<file path="config.mk">
export PLATFORM = sky130hd
export DESIGN_NAME = instruction_fetch_unit
export DESIGN_NICKNAME = d
export VERILOG_FILES = /design/src/rtl/instruction_fetch_unit_pkg.sv /design/src/rtl/fetch_skid_reg.sv /design/src/rtl/instruction_fetch_unit.sv
export SDC_FILE = /design/constraint.sdc
export NUM_CORES = 1
export LEC_CHECK = 0
export BUFFER_PORTS_ARGS = -buffer_cell sky130_fd_sc_hd__clkbuf_2
export CAP_MARGIN = 40
export CORE_MARGIN = 2
export CORE_UTILIZATION = 55
export CTS_BUF_LIST = sky130_fd_sc_hd__clkbuf_2
export CTS_CLUSTER_DIAMETER = 30
export DETAILED_ROUTE_END_ITERATION = 12
export GPL_TIMING_DRIVEN = 0
export MAX_ROUTING_LAYER = met4
export PLACE_DENSITY = 0.8
export RECOVER_POWER = 25
export SETUP_SLACK_MARGIN = 0.5
export SKIP_CTS_REPAIR_TIMING = 1
export SYNTH_ARGS = -nofsm -noshare
export SYNTH_HDL_FRONTEND = slang
export SYNTH_HIERARCHICAL = 1
export SYNTH_SLANG_ARGS = --single-unit
</file>
<file path="constraint.sdc">
create_clock -name clk -period 3.9 [get_ports clk]
set_input_delay 0.195 -clock clk [delete_from_list [all_inputs] [get_ports clk]]
set_output_delay 0.195 -clock clk [all_outputs]
set_load 0.05 [all_outputs]
</file>
<file path="src/rtl/instruction_fetch_unit_pkg.sv">
// Shared definitions for the fetch stage and the control unit: FSM state type,
// reset PC default and the opcode field of the instruction word.
package instruction_fetch_unit_pkg;

    typedef enum logic [1:0] {
        FETCH,
        HOLD,
        DRAIN
    } fetch_state_t;

    localparam logic [31:0] DEFAULT_RESET_PC = 32'h0040_0000;

    localparam int unsigned OP_MSB = 31;
    localparam int unsigned OP_LSB = 26;

    localparam logic [5:0] OP_RTYPE = 6'h00;
    localparam logic [5:0] OP_J     = 6'h02;
    localparam logic [5:0] OP_BEQ   = 6'h04;
    localparam logic [5:0] OP_BNE   = 6'h05;
    localparam logic [5:0] OP_ADDI  = 6'h08;
    localparam logic [5:0] OP_LW    = 6'h23;
    localparam logic [5:0] OP_SW    = 6'h2B;

endpackage

</file>
<file path="src/rtl/fetch_skid_reg.sv">
// One-entry buffer that catches a fetched word when decode is stalled.
module fetch_skid_reg #(
    parameter int unsigned WIDTH = 64
) (
    input  logic             clk,
    input  logic             reset,
    input  logic             load,
    input  logic             drain,
    input  logic             clear,
    input  logic [WIDTH-1:0] dataIn,
    output logic             valid,
    output logic [WIDTH-1:0] dataOut
);

    always_ff @(posedge clk or posedge reset) begin
        if (reset) begin
            valid   <= 1'b0;
            dataOut <= '0;
        end else begin
            // Clear wins so a redirect never leaves a wrong-path word behind.
            if (clear) begin
                valid <= 1'b0;
            end else if (load) begin
                valid <= 1'b1;
            end else if (drain) begin
                valid <= 1'b0;
            end
            if (load && !clear) begin
                dataOut <= dataIn;
            end
        end
    end

endmodule

</file>
<file path="src/rtl/instruction_fetch_unit.sv">
// Fetch stage: owns the PC, issues req/ack reads to instruction memory and
// holds the IF/ID register; branch redirects flush wrong-path work.
module instruction_fetch_unit
    import instruction_fetch_unit_pkg::*;
#(
    parameter int unsigned           DATA_WIDTH = 32,
    parameter logic [DATA_WIDTH-1:0] RESET_PC   = DATA_WIDTH'(DEFAULT_RESET_PC)
) (
    input  logic                     clk,
    input  logic                     reset,
    output logic                     imem_req,
    output logic [DATA_WIDTH-1:0]    imem_addr,
    input  logic                     imem_ack,
    input  logic [DATA_WIDTH-1:0]    imem_rdata,
    input  logic                     id_stall,
    input  logic                     BranchEQ,
    input  logic                     BranchNE,
    input  logic                     Zero,
    input  logic [DATA_WIDTH-1:0]    branch_target,
    output logic                     if_valid,
    output logic [DATA_WIDTH-1:0]    instr_out,
    output logic [OP_MSB-OP_LSB:0]   op_out,
    output logic [DATA_WIDTH-1:0]    pc_plus4_out
);

    fetch_state_t          stateQ, stateD;
    logic [DATA_WIDTH-1:0] pcQ, pcD;
    logic [DATA_WIDTH-1:0] drainAddrQ, drainAddrD;
    logic                  ifValidQ, ifValidD;
    logic [DATA_WIDTH-1:0] instrQ, instrD;
    logic [DATA_WIDTH-1:0] pcPlus4Q, pcPlus4D;

    logic                    take;
    logic                    accept;
    logic [DATA_WIDTH-1:0]   pcNext;
    logic [DATA_WIDTH-1:0]   targetAligned;
    logic                    unusedTargetBits;
    logic                    skidLoad, skidDrain, skidClear, skidValid;
    logic [2*DATA_WIDTH-1:0] skidData;

    assign take             = (BranchEQ & Zero) | (BranchNE & ~Zero);
    assign accept           = ~ifValidQ | ~id_stall;
    assign pcNext           = pcQ + DATA_WIDTH'(4);
    assign targetAligned    = {branch_target[DATA_WIDTH-1:2], 2'b00};
    assign unusedTargetBits = ^branch_target[1:0];

    fetch_skid_reg #(
        .WIDTH (2 * DATA_WIDTH)
    ) u_skid (
        .clk     (clk),
        .reset   (reset),
        .load    (skidLoad),
        .drain   (skidDrain),
        .clear   (skidClear),
        .dataIn  ({imem_rdata, pcNext}),
        .valid   (skidValid),
        .dataOut (skidData)
    );

    always_ff @(posedge clk or posedge reset) begin
        if (reset) begin
            stateQ <= FETCH;
        end else begin
            stateQ <= stateD;
        end
    end

    always_comb begin
        stateD = stateQ;
        unique case (stateQ)
            FETCH: begin
                if (take) begin
                    stateD = imem_ack ? FETCH : DRAIN;
                end else if (imem_ack && !accept) begin
                    stateD = HOLD;
                end
            end
            HOLD: begin
                if (take || !id_stall) begin
                    stateD = FETCH;
                end
            end
            DRAIN: begin
                if (imem_ack) begin
                    stateD = FETCH;
                end
            end
            default: stateD = FETCH;
        endcase
    end

    always_comb begin
        imem_req  = ~reset & (stateQ != HOLD);
        imem_addr = (stateQ == DRAIN) ? drainAddrQ : pcQ;
    end

    always_comb begin
        pcD        = pcQ;
        drainAddrD = drainAddrQ;
        ifValidD   = ifValidQ;
        instrD     = instrQ;
        pcPlus4D   = pcPlus4Q;
        skidLoad   = 1'b0;
        skidDrain  = 1'b0;
        skidClear  = 1'b0;

        // Decode takes the current instruction whenever it is not stalling.
        if (ifValidQ && !id_stall) begin
            ifValidD = 1'b0;
        end

        if (take) begin
            pcD       = targetAligned;
            ifValidD  = 1'b0;
            skidClear = 1'b1;
            if (stateQ == FETCH && !imem_ack) begin
                drainAddrD = pcQ;
            end
        end else begin
            unique case (stateQ)
                FETCH: begin
                    if (imem_ack) begin
                        pcD = pcNext;
                        if (accept) begin
                            instrD   = imem_rdata;
                            pcPlus4D = pcNext;
                            ifValidD = 1'b1;
                        end else begin
                            skidLoad = 1'b1;
                        end
                    end
                end
                HOLD: begin
                    if (skidValid && !id_stall) begin
                        instrD    = skidData[2*DATA_WIDTH-1:DATA_WIDTH];
                        pcPlus4D  = skidData[DATA_WIDTH-1:0];
                        ifValidD  = 1'b1;
                        skidDrain = 1'b1;
                    end
                end
                DRAIN: ;
                default: ;
            endcase
        end
    end

    always_ff @(posedge clk or posedge reset) begin
        if (reset) begin
            pcQ        <= RESET_PC;
            drainAddrQ <= RESET_PC;
            ifValidQ   <= 1'b0;
            instrQ     <= '0;
            pcPlus4Q   <= '0;
        end else begin
            pcQ        <= pcD;
            drainAddrQ <= drainAddrD;
            ifValidQ   <= ifValidD;
            instrQ     <= instrD;
            pcPlus4Q   <= pcPlus4D;
        end
    end

    assign if_valid     = ifValidQ;
    assign instr_out    = instrQ;
    assign op_out       = instrQ[OP_MSB:OP_LSB];
    assign pc_plus4_out = pcPlus4Q;

endmodule

</file>
==> reports/metrics.cfg <==
[cts]
numCtsBuffers=17
insertion_delay_ns=0.81
cts-root-buf=clkbuf_2
cts_buffer_depth=2
cts_tree=done
cts.sinks=192
htreeDepth=4
clk_pin_slew_ns=0.27

[pwr]
pwr-share-seq_pct=43.5
p_sw_mw=2.80
power_density_nw_per_um2=541
vdd_ir_drop_max_uv=555
p_comb_share_pct=41.0
switching_share_pct=44.1
p_int_mw=3.54
p_leak_nw=5.50
pwr-share-clk_pct=15.6

[place]
place_congestion=0.869
dp_slack_ns=1.06
dp_hpwl_mm=16.9
portBuffers=170

[synthesis]
netlist_top_cells_count=dfrtp_1 (190), nand2_1 (136), mux2_2 (60), mux2_4 (60), o21ai_0 (59)
yosys_warnings=6
syn-instance-count=883
seq_area_frac_synth_pct=50.2
synthTopCellsByArea=dfrtp_1 (50%), mux2_4 (9.4%), mux2_2 (7.1%)
syn-cell-area_um2=9580
synth_top_area_share_pct=49.6
synth_edf_count=0
async_flop_share_pct=100
synth.avg_cell_area_um2=10.9
synth.most_common_cell=dfrtp_1
synth_cell_types=50
synth_ff_type=dfrtp_1
ys_ff_latch=192
yosys.area.top_type=dfrtp_1

[sta]
timing.fmax_ghz=0.313
hold_violations=1
finalWorstSetupSlack_ns=0.701
hold_ws_ns=-0.00180
fin_setup_tns_ns=0
period_share_pct=82.0
grt_setup_unrepaired=no
tightest_slew_ns=3.01
skew_ns=0.0443
min_period_ns=3.20
setup_viol=0
maxSlewHeadroom_pct=-102
slew_viol_final=99

[layout]
fin_nets=1220
drive_above_1_share_pct=32.4
fillCellCount=1294
area_delta_synth_final_pct=22.2

[drt]
wl_per_cell_um=17.6
drcViolationCount=0
firstDrtPassIters=5
vias_per_cell=5.46
vias=7572
first_iter_violations=535
antenna_left=0
totalWireLength_mm=24.4

[global_route]
grt_pass1_vias=7002
grt_start_max_net_pins=66
grt_usage_pct=26.4
antenna_found_initial=1
grt_overflow=0
grt_pass1_wl_mm=36.6

[worst_setup_path]
worst-path-buf-inv=3
slowest_delay_ns=0.49
crit_chain=and2b_1 > clkbuf_1 > buf_1 > mux2_2 > clkbuf_2
crit_path_max_fanout=10
path_delay_family=buffers and inverters
critPathCaptureType=output port
crit_slowest_cell=dfrtp_1
startpoint_type=flop
cp.required_ns=3.70
crit_type=reg2out
cp.arrival_ns=3.00

[die]
die-area_um2=18500
die_x_um=136
die_y_um=136
io_pins=175
rows=48
initial_core_util_pct=55.8
core_area_um2=17200

[worst_hold_path]
hold_path_class=in2reg

[job]
drv_cap=2

[run_status]
violations=hold timing, capacitance limit, slew limit
status=finished with violations

## logic make-up (layout without fill, tap and decap cells)
logic type,after synthesis,in the layout,share of synthesized area [%]
AO/OA/AOI/OAI,121,121,7.61
XOR/XNOR,51,51,4.66
adder cells (fa/ha/maj),1,1,0.131
buffers and inverters,93,368,5.46
flip-flops,192,192,50.2
multiplexers,124,124,16.9
other,1,5,0.0391
AND/OR/NAND/NOR,300,300,15.1
## routing by layer
layer	up-vias	global-route usage, %	part of all wire [%]
met1	3651	35.2	43
met5	-	-	0
li1	3567	-	-
met3	42	4.10	6.9
met4	0	8.33	2.1
met2	312	41.8	48
## layout by cell type (no fill, tap or decap), types with 31 or more instances in the layout
master,netlist,routed
dfrtp_1,190,190
xnor2_1,31,31
clkbuf_1,44,45
a31oi_1,37,37
mux2_2,60,60
o21ai_0,59,59
nor2_1,57,57
clkbuf_2,2,189
dlygate4sd3_1,0,70
nand2_1,136,136
mux2_4,60,60
## registers in the layout, summed over array words and instances, names as in the netlist
register	count
u_skid/dataOut	64
drainAddrQ	30
instr_out	32
pc_plus4_out	32
pcQ	30
u_skid/valid	1
if_valid	1
stateQ	2
## worst register-to-register path: stages (launching register included)
cell      delay, ns
dfrtp_1        0.40
buf_2          0.20
nand4_1        0.26
or4_1          0.60
clkbuf_1       0.25
or3_1          0.39
xnor2_1        0.20
a221o_1        0.34
## stage by stage
stage | utilization [%] | instances | total power, mW | cell area, um2
finish | 68.2 | 1387 | 6.34 | 11700
global route | 68.2 | 1387 | 6.65 | 11700
CTS | 64.2 | 1316 | 6.29 | 11000
detailed placement | 62.8 | 1284 | 5.32 | 10800
global placement | 62.5 | 1281 | 5.24 | 10700
floorplan | - | 886 | 4.71 | 9600
## cell type report
type / count / area [um2] / area share (%)
antenna: 1 / 2.50 / 0.0214
buffer: 85 / 494 / 4.22
clock buffer: 17 / 85.1 / 0.727
clock inverter: 15 / 149 / 1.27
inverter: 8 / 32.5 / 0.278
multi-input combinational: 601 / 4260 / 36.4
sequential: 192 / 4810 / 41.1
tap: 225 / 282 / 2.40
timing repair buffer: 243 / 1590 / 13.6
## power by group through the flow
stage	combinational [mW]	sequential (mW)	clock, mW
CTS	2.54	2.75	1.00
floorplan	1.29	3.42	0
global placement	2.48	2.76	0
global route	2.76	2.82	1.07
finish	2.60	2.75	0.986
detailed placement	2.53	2.79	0
## final timing paths
path	from	endpoint	slack [ns]	depth (start not counted)
max	stateQ[0]	imem_addr[10]	0.70	5
min	BranchEQ	stateQ[0]	-0.002	3
max reg2reg	pcQ[4]	pc_plus4_out[27]	1.21	7
min reg2reg	drainAddrQ[22]	drainAddrQ[22]	0.51	2
max in group asynchronous	reset	pc_plus4_out[25]	0.71	5
min in group asynchronous	reset	instr_out[12]	0.73	4
No activity file was read; power rests on OpenSTA's default activity.
